## src/rtl/muldiv_sequencer.sv

```systemverilog
// muldiv_sequencer
//   Iterative multiply/divide unit that sits in Execute next to the ALU and
//   shifter, and owns the architectural HI/LO registers. MULT/MULTU use a
//   shift-add multiply and DIV/DIVU use a restoring divide. Both retire one
//   bit per cycle. Signed operations run on magnitudes, and the signs are
//   fixed up in a final cycle.
//
//   Timeline for a start accepted at edge S:
//     S          operands latched, busy rises
//     S+1..S+W   one iteration per edge
//     S+W+1      HI/LO written, done pulses
//
// Ports
//   clk        rising-edge clock
//   reset      asynchronous, active-high; clears all state
//   funct      1 MULT, 2 MULTU, 3 DIV, 4 DIVU, 5 MFHI, 6 MFLO, 0/7 none
//   valid      funct/operands qualify this cycle
//   rs_value   multiplicand / dividend
//   rt_value   multiplier / divisor
//   result     HI for MFHI, LO for MFLO, else 0 (combinational)
//   hi, lo     architectural HI/LO
//   busy       operation in progress (registered)
//   stall_out  freeze request to the hazard unit (combinational)
//   done       one-cycle pulse when HI/LO are updated
module muldiv_sequencer #(
  parameter int WIDTH = 32
) (
  input  logic             clk,
  input  logic             reset,
  input  logic [2:0]       funct,
  input  logic             valid,
  input  logic [WIDTH-1:0] rs_value,
  input  logic [WIDTH-1:0] rt_value,
  output logic [WIDTH-1:0] result,
  output logic [WIDTH-1:0] hi,
  output logic [WIDTH-1:0] lo,
  output logic             busy,
  output logic             stall_out,
  output logic             done
);

  localparam int CW = $clog2(WIDTH) + 1;

  typedef enum logic [1:0] {IDLE, RUN, FIX} state_t;

  state_t          state, state_nx;
  logic [CW-1:0]   counter;
  logic [WIDTH-1:0] acc;       // product high half / partial remainder
  logic [WIDTH-1:0] low;       // multiplier shifting out / quotient shifting in
  logic [WIDTH-1:0] opnd;      // multiplicand / divisor magnitude
  logic [WIDTH-1:0] dvd_orig;  // unmodified dividend, returned in HI on divide-by-zero
  logic             is_mul;
  logic             neg_q;     // operand signs differ: negate product/quotient
  logic             neg_r;     // dividend negative: negate remainder
  logic             div0;

  logic             is_start, is_mf, is_sgn, start, a_neg, b_neg;
  logic [WIDTH-1:0] rs_mag, rt_mag;
  logic [WIDTH-1:0] acc_nx, low_nx;
  logic [WIDTH:0]   sum, rem_sh;
  logic [WIDTH-1:0] fix_hi, fix_lo;
  logic [2*WIDTH-1:0] prod;

  function automatic logic [WIDTH-1:0] mag(input logic [WIDTH-1:0] v, input logic neg);
    mag = neg ? (~v + 1'b1) : v;
  endfunction

  function automatic logic [2*WIDTH-1:0] neg2w(input logic [2*WIDTH-1:0] v, input logic neg);
    neg2w = neg ? (~v + 1'b1) : v;
  endfunction

  assign is_start = (funct >= 3'd1) && (funct <= 3'd4);
  assign is_mf    = (funct == 3'd5) || (funct == 3'd6);
  assign is_sgn   = (funct == 3'd1) || (funct == 3'd3);
  assign start    = (state == IDLE) && valid && is_start;
  assign a_neg    = is_sgn && rs_value[WIDTH-1];
  assign b_neg    = is_sgn && rt_value[WIDTH-1];
  assign rs_mag   = mag(rs_value, a_neg);
  assign rt_mag   = mag(rt_value, b_neg);

  // The first cycle of an issuing op stalls until the FSM latches it; an
  // MFHI/MFLO behind a running op stalls until HI/LO are final.
  assign stall_out = busy || start || (busy && valid && is_mf);

  always_comb begin
    result = '0;
    if (funct == 3'd5)      result = hi;
    else if (funct == 3'd6) result = lo;
  end

  always_comb begin
    state_nx = state;
    case (state)
      IDLE:    if (start) state_nx = RUN;
      RUN:     if (counter == CW'(WIDTH - 1)) state_nx = FIX;
      FIX:     state_nx = IDLE;
      default: state_nx = IDLE;
    endcase
  end

  always_ff @(posedge clk or posedge reset) begin
    if (reset) state <= IDLE;
    else       state <= state_nx;
  end

  // One iteration: shift-add multiply step or restoring divide step.
  always_comb begin
    sum    = {1'b0, acc} + (low[0] ? {1'b0, opnd} : '0);
    rem_sh = {acc, low[WIDTH-1]};
    acc_nx = acc;
    low_nx = low;
    if (is_mul) begin
      acc_nx = sum[WIDTH:1];
      low_nx = {sum[0], low[WIDTH-1:1]};
    end else if (rem_sh >= {1'b0, opnd}) begin
      // Remainder after subtraction is below the divisor, so the low WIDTH bits suffice.
      acc_nx = rem_sh[WIDTH-1:0] - opnd;
      low_nx = {low[WIDTH-2:0], 1'b1};
    end else begin
      acc_nx = rem_sh[WIDTH-1:0];
      low_nx = {low[WIDTH-2:0], 1'b0};
    end
  end

  // Sign correction and special cases applied on the FIX edge.
  always_comb begin
    prod   = neg2w({acc, low}, neg_q);
    fix_hi = prod[2*WIDTH-1:WIDTH];
    fix_lo = prod[WIDTH-1:0];
    if (!is_mul) begin
      if (div0) begin
        fix_hi = dvd_orig;
        fix_lo = '1;
      end else begin
        fix_hi = mag(acc, neg_r);
        fix_lo = mag(low, neg_q);
      end
    end
  end

  always_ff @(posedge clk or posedge reset) begin
    if (reset) begin
      hi       <= '0;
      lo       <= '0;
      busy     <= 1'b0;
      done     <= 1'b0;
      counter  <= '0;
      acc      <= '0;
      low      <= '0;
      opnd     <= '0;
      dvd_orig <= '0;
      is_mul   <= 1'b0;
      neg_q    <= 1'b0;
      neg_r    <= 1'b0;
      div0     <= 1'b0;
    end else begin
      done <= 1'b0;
      case (state)
        IDLE: begin
          if (start) begin
            is_mul   <= (funct == 3'd1) || (funct == 3'd2);
            acc      <= '0;
            low      <= (funct <= 3'd2) ? rt_mag : rs_mag;
            opnd     <= (funct <= 3'd2) ? rs_mag : rt_mag;
            dvd_orig <= rs_value;
            neg_q    <= a_neg ^ b_neg;
            neg_r    <= a_neg;
            div0     <= (rt_value == '0);
            counter  <= '0;
            busy     <= 1'b1;
          end
        end
        RUN: begin
          acc     <= acc_nx;
          low     <= low_nx;
          counter <= counter + CW'(1);
        end
        FIX: begin
          hi   <= fix_hi;
          lo   <= fix_lo;
          busy <= 1'b0;
          done <= 1'b1;
        end
        default: ;
      endcase
    end
  end

endmodule

```

## config.mk

```make
export PLATFORM = sky130hd
export DESIGN_NAME = muldiv_sequencer
export DESIGN_NICKNAME = d
export VERILOG_FILES = /design/src/rtl/muldiv_sequencer.sv
export SDC_FILE = /design/constraint.sdc
export NUM_CORES = 1
export LEC_CHECK = 0
export ABC_AREA = 1
export CAP_MARGIN = 20
export CELL_PAD_IN_SITES_DETAIL_PLACEMENT = 1
export CELL_PAD_IN_SITES_GLOBAL_PLACEMENT = 1
export CORE_AREA = 2 2 235 237
export DETAILED_ROUTE_END_ITERATION = 10
export DIE_AREA = 0 0 237 239
export HOLD_SLACK_MARGIN = 0.05
export PLACE_DENSITY_LB_ADDON = 0.1
export SLEW_MARGIN = 20
export SYNTH_ARGS = -nofsm -noshare
export SYNTH_HDL_FRONTEND = slang
export SYNTH_SLANG_ARGS = --single-unit
```

## constraint.sdc

```tcl
create_clock -name clk -period 6.5 [get_ports clk]
set_clock_uncertainty 0.2 [all_clocks]
set_input_delay 0.975 -clock clk [delete_from_list [all_inputs] [get_ports clk]]
set_output_delay 0.975 -clock clk [all_outputs]
set_load 0.02 [all_outputs]
```

Yosys cells after proc, flatten, opt, wreduce, memory -nomap -nowiden
Cells that the tools add are included.
{"block": "totals", "regBits": 206, "input_bits": 70, "output_inout_bits": 99, "elab_cells": 92}
{"block": "classes", "addsub": 8, "order_cmp": 4, "eq_ne": 10, "n_mux": 30, "bitwise": 6, "reduce_logical": 20}
{"operator": "$mux W32", "n": 18}
{"operator": "$add A32 B1 Y32 const B", "n": 4}
{"operator": "$not A32 Y32", "n": 4}
{"operator": "$pmux W32 S2", "n": 2}
{"operator": "$add A64 B1 Y64 const B", "n": 1}
{"operator": "$mux W64", "n": 1}
{"operator": "$not A64 Y64", "n": 1}
{"operator": "$add A32 B32 Y33", "n": 1}
{"operator": "$ge A33 B32 Y1", "n": 1}
{"operator": "$logic_not A32 Y1", "n": 1}
{"operator": "$sub A32 B32 Y32", "n": 1}
{"operator": "$pmux W6 S2", "n": 1}
{"operator": "$reduce_and A2 Y1", "n": 4}
{"operator": "$logic_and A1 B1 Y1", "n": 7}
{"operator": "$add A6 B1 Y6 const B", "n": 1}
{"operator": "$eq A3 B2 Y1 const B", "n": 2}
{"operator": "$eq A3 B3 Y1 const B", "n": 2}
{"operator": "$eq A6 B5 Y1 const B", "n": 1}
{"operator": "$mux W6", "n": 1}
{"operator": "$logic_or A1 B1 Y1", "n": 5}
{"operator": "$mux W2", "n": 2}
{"operator": "$ne A2 B2 Y1 const B", "n": 2}
{"operator": "$pmux W2 S2", "n": 1}
{"operator": "$reduce_bool A2 Y1", "n": 2}
{"operator": "other kinds (10)", "n": 12}

Longest topological paths before layout
Gate-level depths: netlist of run 1.
{"block": "depth", "ltp_word": 7, "depth_mapped": 20, "mapped_depth_nobuf": 18}

Least setup slack after synthesis of run 1
OpenSTA, ideal clock, no wires.
{"block": "synth_timing", "path_kind": "input to output", "startpoint": "in funct[0]", "endpoint": "out stall_out", "arrival_time_ns": 1.980, "required_ns": 5.325, "slack_ns": 3.345, "stages": 6, "path_buffers": 2, "cell_sequence": "inv_1 nand3_1 nand3_1 clkbuf_1 clkbuf_1 nand2_1"}
{"block": "synth_between", "elab_chain_cells": 5, "word_cells_on_any_way": 10, "cone_classes": "2 x order compare; 2 x eq/ne; 6 x reduce/logical"}
{"item": "start: declaration", "line_no": "30", "rtl": "input logic [2:0] funct,"}
{"item": "$ge A3 B1 Y1 or $le A3 B3 Y1 (tied branches)", "line_no": "72", "rtl": "assign is_start = (funct >= 3'd1) && (funct <= 3'd4);"}
{"item": "$logic_and A1 B1 Y1", "line_no": "72"}
{"item": "$logic_and A1 B1 Y1", "line_no": "75", "rtl": "assign start = (state == IDLE) && valid && is_start;"}
{"item": "$logic_or A1 B1 Y1", "line_no": "83", "rtl": "assign stall_out = busy || start || (busy && valid && is_mf);"}
{"item": "$logic_or A1 B1 Y1 (*)", "line_no": "83"}
{"item": "end: declaration", "line_no": "38", "rtl": "output logic stall_out,"}
Mark *: on every way between the ends. The rest lies on a longest branch, timed or not.

Final worst setup path of run 1
{"block": "layout_timing", "startpoint": "in funct[1]", "endpoint": "out result[3]"}
{"block": "layout_between", "elab_chain_cells": 3, "word_cells_on_any_way": 4, "cone_classes": "2 x eq/ne; 2 x mux"}
{"item": "$eq A3 B3 Y1", "line_no": "88", "rtl": "else if (funct == 3'd6) result = lo;"}
{"item": "$mux W32", "line_no": "88"}
{"item": "$mux W32 (*)", "line_no": "87", "rtl": "if (funct == 3'd5) result = hi;"}
{"item": "end: declaration", "line_no": "34", "rtl": "output logic [WIDTH-1:0] result,"}
Marked as above.

==> results of run 1 <==
-- placed cells by master (no fill, tap or decap), types with 4 or more instances in the layout --
master             n
xnor2_1            7
nand3_2            4
ha_1              69
inv_2             10
nor4_1             5
or2_2             13
o21bai_1           6
xor2_1            73
buf_4             22
clkbuf_16         27
nor2_2            16
nor3_1            33
o22ai_1           47
clkdlybuf4s50_1  168
nand4_1           52
nand2_2           10
nand2_1          949
nor2_4             6
o21ai_1           17
nor2_1           403
dfrtp_1          204
a32oi_1            5
a31oi_1           11
clkbuf_1           8
and2_1             6
a22oi_1           31
nand3b_1           8
nand3_1          373
o21ai_0          185
inv_1            513
o21ai_2            4
o211ai_1          27
a21oi_1          201
-- metrics by stage --
stage	area (µm²)	utilization	setup slack, ps	hold WS [ps]
finish	23400	0.431	2430	288
detailed placement	22600	0.415	2400	269
global route	23400	0.431	2340	313
CTS	23400	0.431	2460	286
floorplan	20400	-	2650	248
global placement	22600	0.415	2430	271
-- power breakdown --
part	switching, mW	internal [mW]	total [mW]	leakage, nW
Clock	0.616	0.899	1.52	0.412
Combinational	5.70	2.49	8.19	8.84
Sequential	1.10	1.76	2.86	2.42
Total	7.42	5.15	12.6	11.7
-- path summary, 6_finish.rpt --
path,from,endpoint,slack [ps],cells past startpoint
max in group asynchronous,reset,is_mul$_DFFE_PP0P_,4260,3
min in group asynchronous,reset,hi[12]$_DFFE_PP0P_,590,2
worst min-delay path,dvd_orig[14]$_DFFE_PP0P_,dvd_orig[14]$_DFFE_PP0P_,290,2
worst max-delay path,funct[1],result[3],2430,6
worst min register to register,dvd_orig[14]$_DFFE_PP0P_,dvd_orig[14]$_DFFE_PP0P_,290,2
worst max register to register,low[0]$_DFFE_PP0P_,acc[25]$_DFFE_PP0P_,2830,17
-- registers in the layout, indices dropped and copies added, names as in the netlist, 2 cells and up --
register,flops
counter,6
low,32
state,2
dvd_orig,32
lo,32
acc,32
opnd,32
hi,32
-- cell type report --
| cell class | instances | area, µm² |
|---|---|---|
| multi-input combinational | 2587 | 12700 |
| antenna | 1 | 2.50 |
| clock buffer | 37 | 733 |
| clock inverter | 8 | 124 |
| sequential | 206 | 5160 |
| tap | 704 | 881 |
| inverter | 524 | 1970 |
| timing repair buffer | 191 | 1870 |
| fill | 7391 | 30900 |
-- worst min-delay path, cell delays in order, from the launching register on --
cell and delay (ps):
dfrtp_1 340, nand2_1 50, o21ai_0 60
-- per-layer routing --
metal	part of all wire	wire, µm	vias up
li1	-	-	11264
met1	0.45	47400	12018
met2	0.43	45400	1003
met3	0.082	8620	143
met4	0.030	3190	2
met5	0.00011	11	-
-- synthesized netlist by cell type, types with 2 or more instances --
master    number  share of area
nand2_1      951           0.18
inv_1        515          0.095
nor2_1       405          0.075
nand3_1      374          0.092
dfrtp_1      206           0.25
a21oi_1      201          0.049
o21ai_0      185          0.045
clkbuf_1      90          0.017
xor2_1        73          0.031
ha_1          69          0.042
nand4_1       52          0.016
o22ai_1       47          0.014
nor3_1        33         0.0081
a22oi_1       31          0.011
o211ai_1      27          0.010
buf_2         20         0.0049
o21ai_1       17         0.0042
nor2_2        16         0.0049
buf_1         15         0.0028
or2_2         13         0.0040
a31oi_1       11         0.0034
inv_2          8         0.0015
nand2_2        8         0.0025
nand3b_1       8         0.0030
xnor2_1        7         0.0030
and2_1         6         0.0018
o21bai_1       6         0.0022
a32oi_1        5         0.0022
nor4_1         5         0.0015
buf_6          4         0.0022
nor2_4         4         0.0022
o21ai_2        4         0.0017
a21o_1         3         0.0011
nand3_2        3         0.0015
o32ai_1        3         0.0013
a21oi_2        2        0.00086
clkbuf_2       2        0.00049
fa_1           2         0.0020
nand2_4        2         0.0011
nor3_2         2        0.00098
o31ai_1        2        0.00074
-- cell families after synthesis --
family | synth area share
buffers and inverters | 0.124
adders and majority gates | 0.0444
and+or+nand+nor | 0.394
DFF | 0.253
AOI/OAI and AO/OA | 0.150
xor gates and xnor gates | 0.0344
==> reports/metrics.csv, run 1 <==
metric;value;unit
outcome;finished clean;
first-pass GRT wire length;154000;µm
fin crit period;4070;ps
initial antenna violation count;4;
Crit-path slowest cell;clkdlybuf4s50_1;
crit end category;primary output;
worst path bufs/invs;4;
Synth Flop Type;dfrtp_1;
core area;54300;µm²
Cell Chain, Critical Path;clkdlybuf4s50_1 > inv_1 > nand3_1 > buf_4 > o22ai_1 > clkdlybuf4s50_1;
Post-CTS Hold Buffers;0;
DR vias/cell;5.74;
worst path required time;5320;ps
final hold vios;0;
CTS tree;yes;
P&R area growth vs syn;15.2;%
clk buf depth;3;
Worst-Margin Slew;1050;ps
Die H;239;µm
Synth Warn #;0;
Worst EP arrival;2900;ps
met3 Usage GRT;0.0508;
DRC Markers;0;
Clock Tree Root;clkbuf_16;
die width;237;µm
Synth Area per Inst;5.90;µm²
vias in the first global route;23848;
placed wire-length estimate;85100;µm
wire per inst;24.6;µm
post-cts resize count;0;
Max-Cap Viols;0;
RePlAce Congestion;1.02;
Fmax;0.246;GHz
DP Cell Count;4212;
Worst path most repeated cell;clkdlybuf4s50_1;
drt pass-1 iters;6;
Synth Cell Area;20300;µm²
Detailed Route Iter0 Violations;1982;
grt met1 use;0.525;
post-route ant nets;0;
Crit Path Class;in -> out;
port bufs;168;
Cell Rows;86;
count of cell types in the netlist;53;
HP Class;reg -> reg;
Clock Latency Late Sink;580;ps
largest net degree at the start of global routing;135;
Sinks on Clock Net;206;
Post-CTS Setup Bufs;0;
ys async rst share;1.00;
EDFF count, synth;0;
maximum fanout along the worst path;32;
Setup-failing EPs final;0;
Routed WL;105000;µm
number of buffers created by CTS;26;
Cell Pwr Density;536;nW/µm²
overflow left after global routing;0;
Seq/Total Area, Yosys;0.253;
crit start category;input pin;
post-layout instance count excluding filler cells;4258;
VDD IR max;0.306;mV
CP peak stage delay;580;ps
Leak;11.7;nW
Overall Global Routing Usage;0.363;
NumNets Final;3677;
via count;24430;
post-route clock period utilization;0.627;
die area;56600;µm²
clock-pin slew on the worst setup and hold paths;60;ps
fin. max-slew vios;0;
Initial Utilization;0.374;
Fin Setup TNS;0;ps
relative max-transition margin;0.300;
most used routing layer;met2;
share of layout cells above drive strength 1;0.0383;
num ports;169;
Post-Synthesis Net Count;3590;
Pwr Total;12.6;mW
met2 Track Usage GR;0.559;
Gate Count Post-Synth;3449;
crit-path leading delay family;buffers and inverters;
H-tree levels;1;
unrepaired setup endpoints after global routing;no;
FF+latch count, synth;206;
(Power assumes the default switching activity.)
==> run 2: changes to the inputs <==
==> constraint.sdc (replaced) <==
create_clock -name clk -period 3.3 [get_ports clk]
set_clock_uncertainty 0.2 [all_clocks]
set_input_delay 0.495 -clock clk [delete_from_list [all_inputs] [get_ports clk]]
set_output_delay 0.495 -clock clk [all_outputs]
set_load 0.02 [all_outputs]
==> reports/metrics.csv, run 2 (synthesis results as in run 1) <==
metric;value;unit;change
Fmax;0.314;GHz;
commonest non-fill, non-tap cell in the layout;nand2_1;;
core area;54300;µm²;unchanged
port bufs;168;;unchanged
Cell Chain, Critical Path;clkdlybuf4s50_1 > inv_1 > nand3_1 > buf_4 > o22ai_1 > clkdlybuf4s50_1;;
post-route clock period utilization;0.964;;
H-tree levels;1;;unchanged
overflow left after global routing;0;;unchanged
clk buf depth;3;;unchanged
Max-Cap Viols;0;;unchanged
Crit-path slowest cell;clkdlybuf4s50_1;;
Die H;239;µm;unchanged
Finished Cell Area;24300;µm²;+3.5%
share of layout cells above drive strength 1;0.0640;;+0.0257
Crit Path Class;in -> out;;
wire length on met3;9250;µm;+7.4%
DR vias/cell;5.72;;-0.26%
Detailed Route Iter0 Violations;2324;;+17%
post-route ant nets;0;;unchanged
CP peak stage delay;660;ps;+80 ps
Worst-Margin Slew;899;ps;-151 ps
Worst EP arrival;2490;ps;-410 ps
Routed WL;108000;µm;+3.2%
DRC Markers;0;;unchanged
outcome;finished clean;;
CTS tree;yes;;
fin crit period;3180;ps;
largest net degree at the start of global routing;98;;-27%
final worst slack;117;ps;-2310 ps
die area;56600;µm²;unchanged
WL met1;48300;µm;+2.0%
num ports;169;;unchanged
final hold vios;0;;unchanged
post-layout instance count excluding filler cells;4346;;+2.1%
Cell Rows;86;;unchanged
Clock Tree Root;clkbuf_16;;
Overall Global Routing Usage;0.373;;+0.0106
Post-DP Area;23300;µm²;+3.4%
pre-CTS WS;165;ps;-2230 ps
Final Util;0.446;;+0.0152
relative max-transition margin;0.394;;+0.0943
Initial Utilization;0.374;;unchanged
first-pass GRT wire length;158000;µm;+2.3%
HP Class;in -> async;;
via count;24870;;+1.8%
top layer reached by signal wires;met5;;
P&R area growth vs syn;19.2;%;
initial antenna violation count;1;;-3
maximum fanout along the worst path;32;;unchanged
vias in the first global route;24622;;+3.2%
Setup-failing EPs final;0;;unchanged
Clock Latency Late Sink;590;ps;about the same
worst path required time;2600;ps;-2720 ps
hold slack;190;ps;-98.3 ps
number of buffers created by CTS;27;;+3.8%
drt pass-1 iters;5;;-1
placed wire-length estimate;88200;µm;+3.6%
crit start category;input pin;;
Fin Setup TNS;0;ps;unchanged
fin. max-slew vios;0;;unchanged
Pwr Total;25.7;mW;+100%
commonest cells after routing, fill and taps aside;nand2_1 (949), inv_1 (513), nor2_1 (399), nand3_1 (371), dfrtp_1 (204);;
RePlAce Congestion;1.02;;+0.23%
unrepaired setup endpoints after global routing;yes;;
VDD IR max;0.593;mV;+94%
crit end category;primary output;;
DP Cell Count;4297;;+2.0%
NumNets Final;3764;;+2.4%
Sinks on Clock Net;206;;unchanged
Leak;12.2;nW;+4.2%
met2 routed WL;46500;µm;+2.4%
wire per inst;24.8;µm;+1.1%
die width;237;µm;unchanged
clock-pin slew on the worst setup and hold paths;60;ps;about the same
Cell Pwr Density;1060;nW/µm²;+97%
Worst path most repeated cell;clkdlybuf4s50_1;;
Diodes inserted;0;;-1
==> run 2: cell count changes in the layout (fill, tap and decap cells not counted), moves of 4 or more <==
cell / delta
nor2_2: +4
buf_4: +74
nor2_1: -4
buf_12: +11
==> run 2: power breakdown <==
group	internal [mW]	switching (mW)	leakage, nW
combinational	5.46	12.3	9.31
clock	1.75	1.29	0.430
sequential	3.49	1.35	2.42
total	10.7	15.0	12.2
==> run 2: final timing paths <==
check                                              start                        to  slack, ps  depth (start not counted)
max in group asynchronous                          reset         neg_q$_DFFE_PP0P_       1810                          4
worst min-delay path                               reset         lo[6]$_DFFE_PP0P_        190                          2
worst max-delay path                            funct[0]                result[16]        120                          6
min in group clk                dvd_orig[28]$_DFFE_PP0P_  dvd_orig[28]$_DFFE_PP0P_        290                          2
worst min register to register  dvd_orig[28]$_DFFE_PP0P_  dvd_orig[28]$_DFFE_PP0P_        290                          2
worst max register to register      opnd[28]$_DFFE_PP0P_       acc[26]$_DFFE_PP0P_        140                         12
==> run 2: critical path, delay by kind of cell <==
family          cells  cell delay, ps
buf+inv             4            1550
compound gates      1             250
simple gates        1             140
==> run 2: area by class of cell <==
cell class                      count  area [µm²]
Inverter                          524        1970
Sequential cell                   206        5160
Fill cell                        7369       30100
Multi-Input combinational cell   2588       12700
Clock inverter                     11         123
Tap cell                          704         881
Timing Repair Buffer              276        2640
Clock buffer                       37         753
==> run 2: per-layer routing <==
metal,vias to the layer above,GRT usage
li1,11428,-
met1,12196,0.527
met3,168,0.0702
met4,2,0.119
met2,1076,0.573
met5,-,0
==> run 2: what timing repair did <==
action                                  CTS  global route
endpoints found under the setup margin    0             8
setup buffers                             0             0
hold buffers                              0             0
gates resized for setup                   0             7
